File: src/rtl/accel_host_sequencer_if.sv
// Bundles the streaming and accelerator-side signals of accel_host_sequencer.
//   master : sequencer side (drives s_ready, m_*, acc_* controls; reads s_*, m_ready, acc_rdata/acc_done)
//   slave  : environment side (host stream source, result sink, accelerator)
interface accel_host_sequencer_if #(
  parameter int unsigned DATA_W = 16,
  parameter int unsigned ADDR_W = 10
);
  logic              s_valid;
  logic              s_ready;
  logic [DATA_W-1:0] s_data;
  logic              m_valid;
  logic              m_ready;
  logic [DATA_W-1:0] m_data;
  logic [1:0]        acc_mem_sel;
  logic [DATA_W-1:0] acc_wdata;
  logic [ADDR_W-1:0] acc_addr;
  logic              acc_mem_wr;
  logic              acc_mem_rd;
  logic              acc_go;
  logic [DATA_W-1:0] acc_rdata;
  logic              acc_done;

  modport master (
    input  s_valid, s_data, m_ready, acc_rdata, acc_done,
    output s_ready, m_valid, m_data, acc_mem_sel, acc_wdata, acc_addr,
           acc_mem_wr, acc_mem_rd, acc_go
  );

  modport slave (
    output s_valid, s_data, m_ready, acc_rdata, acc_done,
    input  s_ready, m_valid, m_data, acc_mem_sel, acc_wdata, acc_addr,
           acc_mem_wr, acc_mem_rd, acc_go
  );
endinterface

File: src/rtl/accel_host_sequencer.sv
// Host-side sequencer for the CNN-LSTM accelerator: streams conv weights,
// feature map and (optionally) LSTM coefficients into the accelerator,
// pulses go, waits for done with a timeout, then reads the h_t memory back
// out as a valid/ready stream.
// Ports:
//   clk, reset      clock, synchronous active-high reset
//   start/load_coef start request (IDLE only) and coefficient-phase select
//   bus (master)    s_* input stream, m_* result stream, acc_* accelerator port
//   busy            high in every state except IDLE
//   seq_done        one-cycle pulse after the last h_t word is accepted
//   err             sticky timeout flag, cleared by the next accepted start
module accel_host_sequencer #(
  parameter int unsigned DATA_W   = 16,
  parameter int unsigned ADDR_W   = 10,
  parameter int unsigned CW_LEN   = 72,
  parameter int unsigned FM_LEN   = 784,
  parameter int unsigned COEF_LEN = 512,
  parameter int unsigned HT_LEN   = 32,
  parameter int unsigned RD_LAT   = 1,
  parameter int unsigned TIMEOUT  = 1048575
) (
  input  logic                  clk,
  input  logic                  reset,
  input  logic                  start,
  input  logic                  load_coef,
  accel_host_sequencer_if.master bus,
  output logic                  busy,
  output logic                  seq_done,
  output logic                  err
);

  localparam int unsigned MAX_A   = (CW_LEN > FM_LEN) ? CW_LEN : FM_LEN;
  localparam int unsigned MAX_B   = (COEF_LEN > HT_LEN) ? COEF_LEN : HT_LEN;
  localparam int unsigned MAX_LEN = (MAX_A > MAX_B) ? MAX_A : MAX_B;
  localparam int unsigned IDX_W   = $clog2(MAX_LEN + 1);
  localparam int unsigned TMR_W   = $clog2(TIMEOUT + 1);
  localparam int unsigned LAT_W   = 2;

  localparam logic [1:0] SEL_FM   = 2'b00;
  localparam logic [1:0] SEL_HT   = 2'b01;
  localparam logic [1:0] SEL_COEF = 2'b10;
  localparam logic [1:0] SEL_CW   = 2'b11;

  typedef enum logic [3:0] {
    IDLE, LD_CW, LD_FM, LD_COEF, GO, WAIT, RD_ISSUE, RD_WAIT, RD_OUT, FIN
  } state_e;

  state_e            state_q, state_d;
  logic [IDX_W-1:0]  idx_q, idx_d;
  logic [TMR_W-1:0]  timer_q, timer_d;
  logic [LAT_W-1:0]  lat_q, lat_d;
  logic              coef_q, coef_d;
  logic              err_q, err_d;
  logic [DATA_W-1:0] m_data_q, m_data_d;
  logic [1:0]        mem_sel_q, mem_sel_d;
  logic              go_q, go_d;
  logic              rd_q, rd_d;
  logic              m_valid_q, m_valid_d;
  logic              busy_q, busy_d;
  logic              seq_done_q, seq_done_d;

  logic              s_ready;
  logic              mem_wr;
  logic [DATA_W-1:0] wdata;
  logic [IDX_W-1:0]  last_idx;
  state_e            next_phase;

  always_comb begin
    state_d    = state_q;
    idx_d      = idx_q;
    timer_d    = timer_q;
    lat_d      = lat_q;
    coef_d     = coef_q;
    err_d      = err_q;
    m_data_d   = m_data_q;
    s_ready    = 1'b0;
    mem_wr     = 1'b0;
    wdata      = '0;
    last_idx   = '0;
    next_phase = IDLE;

    // Length and successor of the current load phase.
    unique case (state_q)
      LD_CW: begin
        last_idx   = IDX_W'(CW_LEN - 1);
        next_phase = LD_FM;
      end
      LD_FM: begin
        last_idx   = IDX_W'(FM_LEN - 1);
        next_phase = coef_q ? LD_COEF : GO;
      end
      LD_COEF: begin
        last_idx   = IDX_W'(COEF_LEN - 1);
        next_phase = GO;
      end
      default: ;
    endcase

    unique case (state_q)
      IDLE: begin
        if (start) begin
          coef_d  = load_coef;
          err_d   = 1'b0;
          idx_d   = '0;
          state_d = LD_CW;
        end
      end
      LD_CW, LD_FM, LD_COEF: begin
        // Write is combinational with the accepted word so a word costs one cycle.
        s_ready = 1'b1;
        if (bus.s_valid) begin
          mem_wr = 1'b1;
          wdata  = bus.s_data;
          if (idx_q == last_idx) begin
            idx_d   = '0;
            state_d = next_phase;
          end else begin
            idx_d = idx_q + IDX_W'(1);
          end
        end
      end
      GO: begin
        timer_d = '0;
        state_d = WAIT;
      end
      WAIT: begin
        if (bus.acc_done) begin
          timer_d = '0;
          idx_d   = '0;
          state_d = RD_ISSUE;
        end else if (timer_q == TMR_W'(TIMEOUT)) begin
          timer_d = '0;
          err_d   = 1'b1;
          state_d = IDLE;
        end else begin
          timer_d = timer_q + TMR_W'(1);
        end
      end
      RD_ISSUE: begin
        lat_d   = '0;
        state_d = RD_WAIT;
      end
      RD_WAIT: begin
        // lat_q==k in the (k+1)-th cycle after the issue cycle.
        if (lat_q == LAT_W'(RD_LAT - 1)) begin
          m_data_d = bus.acc_rdata;
          state_d  = RD_OUT;
        end else begin
          lat_d = lat_q + LAT_W'(1);
        end
      end
      RD_OUT: begin
        if (bus.m_ready) begin
          if (idx_q == IDX_W'(HT_LEN - 1)) begin
            idx_d   = '0;
            state_d = FIN;
          end else begin
            idx_d   = idx_q + IDX_W'(1);
            state_d = RD_ISSUE;
          end
        end
      end
      FIN:     state_d = IDLE;
      default: state_d = IDLE;
    endcase

    // Registered outputs are decoded from the next state so they line up
    // with state_q in the cycle the state is occupied.
    unique case (state_d)
      LD_CW:   mem_sel_d = SEL_CW;
      LD_FM:   mem_sel_d = SEL_FM;
      LD_COEF: mem_sel_d = SEL_COEF;
      default: mem_sel_d = SEL_HT;
    endcase
    go_d       = (state_d == GO);
    rd_d       = (state_d == RD_ISSUE);
    m_valid_d  = (state_d == RD_OUT);
    busy_d     = (state_d != IDLE);
    seq_done_d = (state_d == FIN);
  end

  always_ff @(posedge clk) begin
    if (reset) begin
      state_q    <= IDLE;
      idx_q      <= '0;
      timer_q    <= '0;
      lat_q      <= '0;
      coef_q     <= 1'b0;
      err_q      <= 1'b0;
      m_data_q   <= '0;
      mem_sel_q  <= SEL_HT;
      go_q       <= 1'b0;
      rd_q       <= 1'b0;
      m_valid_q  <= 1'b0;
      busy_q     <= 1'b0;
      seq_done_q <= 1'b0;
    end else begin
      state_q    <= state_d;
      idx_q      <= idx_d;
      timer_q    <= timer_d;
      lat_q      <= lat_d;
      coef_q     <= coef_d;
      err_q      <= err_d;
      m_data_q   <= m_data_d;
      mem_sel_q  <= mem_sel_d;
      go_q       <= go_d;
      rd_q       <= rd_d;
      m_valid_q  <= m_valid_d;
      busy_q     <= busy_d;
      seq_done_q <= seq_done_d;
    end
  end

  assign bus.s_ready     = s_ready;
  assign bus.acc_mem_wr  = mem_wr;
  assign bus.acc_wdata   = wdata;
  // idx is held through RD_ISSUE/RD_WAIT, so it also serves as the read address.
  assign bus.acc_addr    = ADDR_W'(idx_q);
  assign bus.acc_mem_sel = mem_sel_q;
  assign bus.acc_go      = go_q;
  assign bus.acc_mem_rd  = rd_q;
  assign bus.m_valid     = m_valid_q;
  assign bus.m_data      = m_data_q;
  assign busy            = busy_q;
  assign seq_done        = seq_done_q;
  assign err             = err_q;

endmodule

File: src/flat_wrapper.sv
// flat-port wrapper written by rule: the top's interface ports become plain ports
module accel_host_sequencer_flat 
#(
  parameter int unsigned DATA_W   = 16,
  parameter int unsigned ADDR_W   = 10,
  parameter int unsigned CW_LEN   = 72,
  parameter int unsigned FM_LEN   = 784,
  parameter int unsigned COEF_LEN = 512,
  parameter int unsigned HT_LEN   = 32,
  parameter int unsigned RD_LAT   = 1,
  parameter int unsigned TIMEOUT  = 1048575
)
  (clk, reset, start, load_coef, busy, seq_done, err, bus_s_valid, bus_s_data, bus_m_ready, bus_acc_rdata, bus_acc_done, bus_s_ready, bus_m_valid, bus_m_data, bus_acc_mem_sel, bus_acc_wdata, bus_acc_addr, bus_acc_mem_wr, bus_acc_mem_rd, bus_acc_go);
  accel_host_sequencer_if #(.DATA_W(DATA_W), .ADDR_W(ADDR_W)) bus_i ();
  input  logic clk;
  input  logic reset;
  input  logic start;
  input  logic load_coef;
  output logic busy;
  output logic seq_done;
  output logic err;
  input wire logic [$bits(bus_i.s_valid)-1:0] bus_s_valid;
  input wire logic [$bits(bus_i.s_data)-1:0] bus_s_data;
  input wire logic [$bits(bus_i.m_ready)-1:0] bus_m_ready;
  input wire logic [$bits(bus_i.acc_rdata)-1:0] bus_acc_rdata;
  input wire logic [$bits(bus_i.acc_done)-1:0] bus_acc_done;
  output wire logic [$bits(bus_i.s_ready)-1:0] bus_s_ready;
  output wire logic [$bits(bus_i.m_valid)-1:0] bus_m_valid;
  output wire logic [$bits(bus_i.m_data)-1:0] bus_m_data;
  output wire logic [$bits(bus_i.acc_mem_sel)-1:0] bus_acc_mem_sel;
  output wire logic [$bits(bus_i.acc_wdata)-1:0] bus_acc_wdata;
  output wire logic [$bits(bus_i.acc_addr)-1:0] bus_acc_addr;
  output wire logic [$bits(bus_i.acc_mem_wr)-1:0] bus_acc_mem_wr;
  output wire logic [$bits(bus_i.acc_mem_rd)-1:0] bus_acc_mem_rd;
  output wire logic [$bits(bus_i.acc_go)-1:0] bus_acc_go;
  assign bus_i.s_valid = bus_s_valid;
  assign bus_i.s_data = bus_s_data;
  assign bus_i.m_ready = bus_m_ready;
  assign bus_i.acc_rdata = bus_acc_rdata;
  assign bus_i.acc_done = bus_acc_done;
  assign bus_s_ready = bus_i.s_ready;
  assign bus_m_valid = bus_i.m_valid;
  assign bus_m_data = bus_i.m_data;
  assign bus_acc_mem_sel = bus_i.acc_mem_sel;
  assign bus_acc_wdata = bus_i.acc_wdata;
  assign bus_acc_addr = bus_i.acc_addr;
  assign bus_acc_mem_wr = bus_i.acc_mem_wr;
  assign bus_acc_mem_rd = bus_i.acc_mem_rd;
  assign bus_acc_go = bus_i.acc_go;
  accel_host_sequencer #(.DATA_W(DATA_W), .ADDR_W(ADDR_W), .CW_LEN(CW_LEN), .FM_LEN(FM_LEN), .COEF_LEN(COEF_LEN), .HT_LEN(HT_LEN), .RD_LAT(RD_LAT), .TIMEOUT(TIMEOUT)) u_core (.clk(clk), .reset(reset), .start(start), .load_coef(load_coef), .bus(bus_i), .busy(busy), .seq_done(seq_done), .err(err));
endmodule
File: config.mk
export PLATFORM = sky130hd
export DESIGN_NAME = accel_host_sequencer_flat
export DESIGN_NICKNAME = d
export VERILOG_FILES = /design/src/rtl/accel_host_sequencer_if.sv /design/src/rtl/accel_host_sequencer.sv /design/src/flat_wrapper.sv
export SDC_FILE = /design/constraint.sdc
export NUM_CORES = 1
export LEC_CHECK = 0
export CORE_ASPECT_RATIO = 1.75
export CORE_MARGIN = 2
export CORE_UTILIZATION = 47
export DETAILED_ROUTE_END_ITERATION = 10
export PLACE_DENSITY = 0.84
export SYNTH_ARGS = -nofsm -noshare
export SYNTH_HDL_FRONTEND = slang
export SYNTH_SLANG_ARGS = --single-unit
export TNS_END_PERCENT = 100
File: constraint.sdc
create_clock -name clk -period 2.5 [get_ports clk]
set_input_delay 0.625 -clock clk [delete_from_list [all_inputs] [get_ports clk]]
set_output_delay 0.625 -clock clk [all_outputs]
set_load 0.01 [all_outputs]
==> key figures <==
Run status
  • Status: completed

Synth
  • Seq/Total Area, Yosys: 0.413
  • Yosys reg bits: 61
  • Post-synthesis cell area: 0.00295 mm²
  • Yosys warns: 0
  • Cell taking the most area after synthesis: dfxtp_1
  • Ranking of synthesized cells by area: dfxtp_1 41%, nand2_1 6.9%, nor2_1 5.5%
  • Top_reg_cell synth: dfxtp_1
  • Post-Synth Simple-Gate Area: 0.325
  • Mean post-synth cell area: 8.34 µm²
  • Post-Synthesis Cells: 354
  • Most frequent cells after synthesis: 61 x dfxtp_1, 54 x nand2_1, 43 x nor2_1
  • Xor/xnor share of the synthesized area: 0.0771
  • Largest family of logic cells by synthesized area: simple AND/OR/NAND/NOR gates
  • Post-synth EDFFs: 0
  • Library cells used by synthesis: 58
  • FFs w/ async S/R, synth: 0
  • Syn nets: 396
  • Area share of fa/ha/maj cells after synthesis: 0.0127
  • Post-synthesis mux area share: 0.0169
  • Yosys top cell area share: 0.413
  • Most frequent cell after synthesis: dfxtp_1
  • Compound-Gate Fraction of Synth Area: 0.127

Setup path
  • Worst EP required: 2.73 ns
  • Crit-path max cell delay: 0.52 ns
  • Delay-heaviest family, CP: simple AND/OR/NAND/NOR gates
  • WP data arrival: 2.66 ns
  • Max FO, Critical Path: 6
  • Cell-by-cell trace of the critical path: ha_4, nand3_2, or3_4, or4_4, a311o_1, a21oi_4, buf_4, nor4b_4
  • Critical Path Start: u_core.timer_q[1]
  • Setup CP Type: flop to flop
  • Worst Path Buf+Inv: 1
  • Slowest-stage cell, CP: or4_4
  • Crit end category: flop
  • Reg-to-Reg Start: u_core.timer_q[1]
  • Startpoint types: flop

Routing
  • Vias per cell: 5.32
  • Vias: 2961
  • ANT nets after route: 0
  • # DRC: 0
  • WL final: 7820 µm
  • Initial DRC Count: 135
  • Drt first pass iters: 4
  • WL per Instance: 14.0 µm

Min path
  • Worst hold path class: flop to flop
  • Worst hold start: u_core.bus.m_data[11]

STA
  • Worst Tran Pin Value: 0.573 ns
  • Tmin final: 2.43 ns
  • Fin. Hold Viols: 0
  • Post-route setup slack: 0.0663 ns
  • Final period utilization: 0.973
  • Setup violations, final: 0
  • Relative slew slack: 0.615
  • Clock Skews: 0.0120 ns
  • Highest clock rate: 0.411 GHz
  • Slew Limit Fails: 0

Global routing
  • Global-route wire length before repair: 12800 µm
  • Largest net degree at the start of global routing: 23
  • Grt ovf: 0
  • Initial antenna violation count: 0
  • Vias in the first global route: 2863
  • GRT Total Usage: 0.235

CTS
  • Hold Buf Count CTS: 0
  • Clk_lat worst skew: 0.35 ns
  • CTS sink cnt: 61
  • Clk root buf: clkbuf_8
  • Total CTS buffers: 9
  • H-tree levels: 3
  • CTS tree: yes
  • CTS Buffer Depth: 2
  • Reg clk slew, reported paths: 0.07 ns

Floorplanning
  • Die Height: 109 µm
  • Die Area: 0.00696 mm²
  • Core Region: 0.00613 mm²
  • Initial core utilization: 0.482
  • Die X: 63.9 µm
  • # IOs: 91
  • # rows: 38

Placed design
  • Placed cell area: 0.00413 mm²
  • Buffers added on ports: 90
  • Detailed Place HPWL: 5780 µm
  • Placed cell count: 539
  • Pre-CTS setup slack: -0.208 ns
  • Routability cong.: 0.876

Power
  • Leakage: 1.74 nW
  • PD cells: 554 mW/mm²
  • Pwr Total: 2.46 mW
  • Worst VDD drop: 0.438 mV

Finish
  • Fill cells: 476
  • Area grow syn2layout: 50.0%
  • Share of cells above drive strength 1: 0.153
  • Final Cell Area: 0.00443 mm²
  • Final Util: 0.722
  • Antenna diodes: 0
  • Final net count: 515
  • Non-filler cells, final: 557

Job
  • Max_cap viols: 0
per-layer routing:
layer | vias up | GRT usage | routed length [µm]
li1 | 1458 | - | -
met1 | 1371 | 0.236 | 2770
met2 | 112 | 0.421 | 4340
met3 | 20 | 0.0547 | 488
met4 | 0 | 0.161 | 222
met5 | - | 0 | 0
registers in the layout, indices dropped and copies added, names as in the netlist:
signal,flops
u_core.timer_q,20
u_core.bus.m_data,16
u_core.bus.acc_addr,10
u_core.state_q,4
u_core.bus.acc_mem_sel,2
u_core.lat_q,2
u_core.bus.acc_go,1
u_core.bus.acc_mem_rd,1
u_core.bus.m_valid,1
u_core.busy,1
u_core.coef_q,1
u_core.err,1
u_core.seq_done,1
final timing paths:
check | to | slack [ns] | depth (start not counted)
max | u_core.bus.acc_mem_rd | 0.07 | 8
max reg2reg | u_core.bus.acc_mem_rd | 0.07 | 8
min reg2reg | u_core.bus.m_data[11] | 0.45 | 2
min | u_core.bus.m_data[11] | 0.45 | 2
worst register-to-register path, cell delays in order (launching register included):
cell and delay, ns:
dfxtp_2 0.36, ha_4 0.14, nand3_2 0.09, or3_4 0.35, or4_4 0.52, a311o_1 0.40
a21oi_4 0.24, buf_4 0.17, nor4b_4 0.04
through the flow:
stage | TNS (ns) | hold slack (ns)
after floorplan | 0 | 0.455
after global placement | -2.91 | 0.442
after detailed placement | -3.12 | 0.446
after CTS | 0 | 0.455
after global routing | -0.0196 | 0.470
final | 0 | 0.451
cell families after synthesis:
logic type	count (synthesis)
fa+ha+maj	3
simple gates	184
mux	5
xor+xnor	26
buf+inv	21
flops	61
compound gates	54
area by class of cell:
type / instances / area (µm²) / share of cell area
flip-flops and latches: 61 / 1230 / 0.277
well taps: 80 / 100 / 0.0226
clock buffers: 11 / 151 / 0.0342
multi-input cells: 272 / 1740 / 0.393
repair buffers: 124 / 1140 / 0.258
inverters: 5 / 18.8 / 0.00424
clock inverters: 4 / 47.5 / 0.0107
power by group:
| group | internal, mW | switching (mW) |
|---|---|---|
| registers | 0.996 | 0.0209 |
| logic | 0.299 | 0.255 |
| clock network | 0.505 | 0.381 |
placed cells by master (no fill, tap or decap), types with 8 or more instances in the layout:
cell type,synthesis,final
a21oi_1,23,23
and2_1,19,19
buf_4,0,32
clkbuf_8,0,11
clkdlybuf4s50_1,0,73
dfxtp_1,61,59
dlygate4sd2_1,0,15
nand2_1,54,54
nand4_1,10,10
nor2_1,43,43
xnor2_1,8,8
xor2_1,18,18
what timing repair did:
| action | in CTS | in global routing |
|---|---|---|
| pin swaps | 1 | 6 |
| setup endpoints to repair | 20 | 15 |
| gates resized for setup | 20 | 20 |
| buffers inserted | 0 | 3 |
No activity file was read; power rests on OpenSTA's default activity.
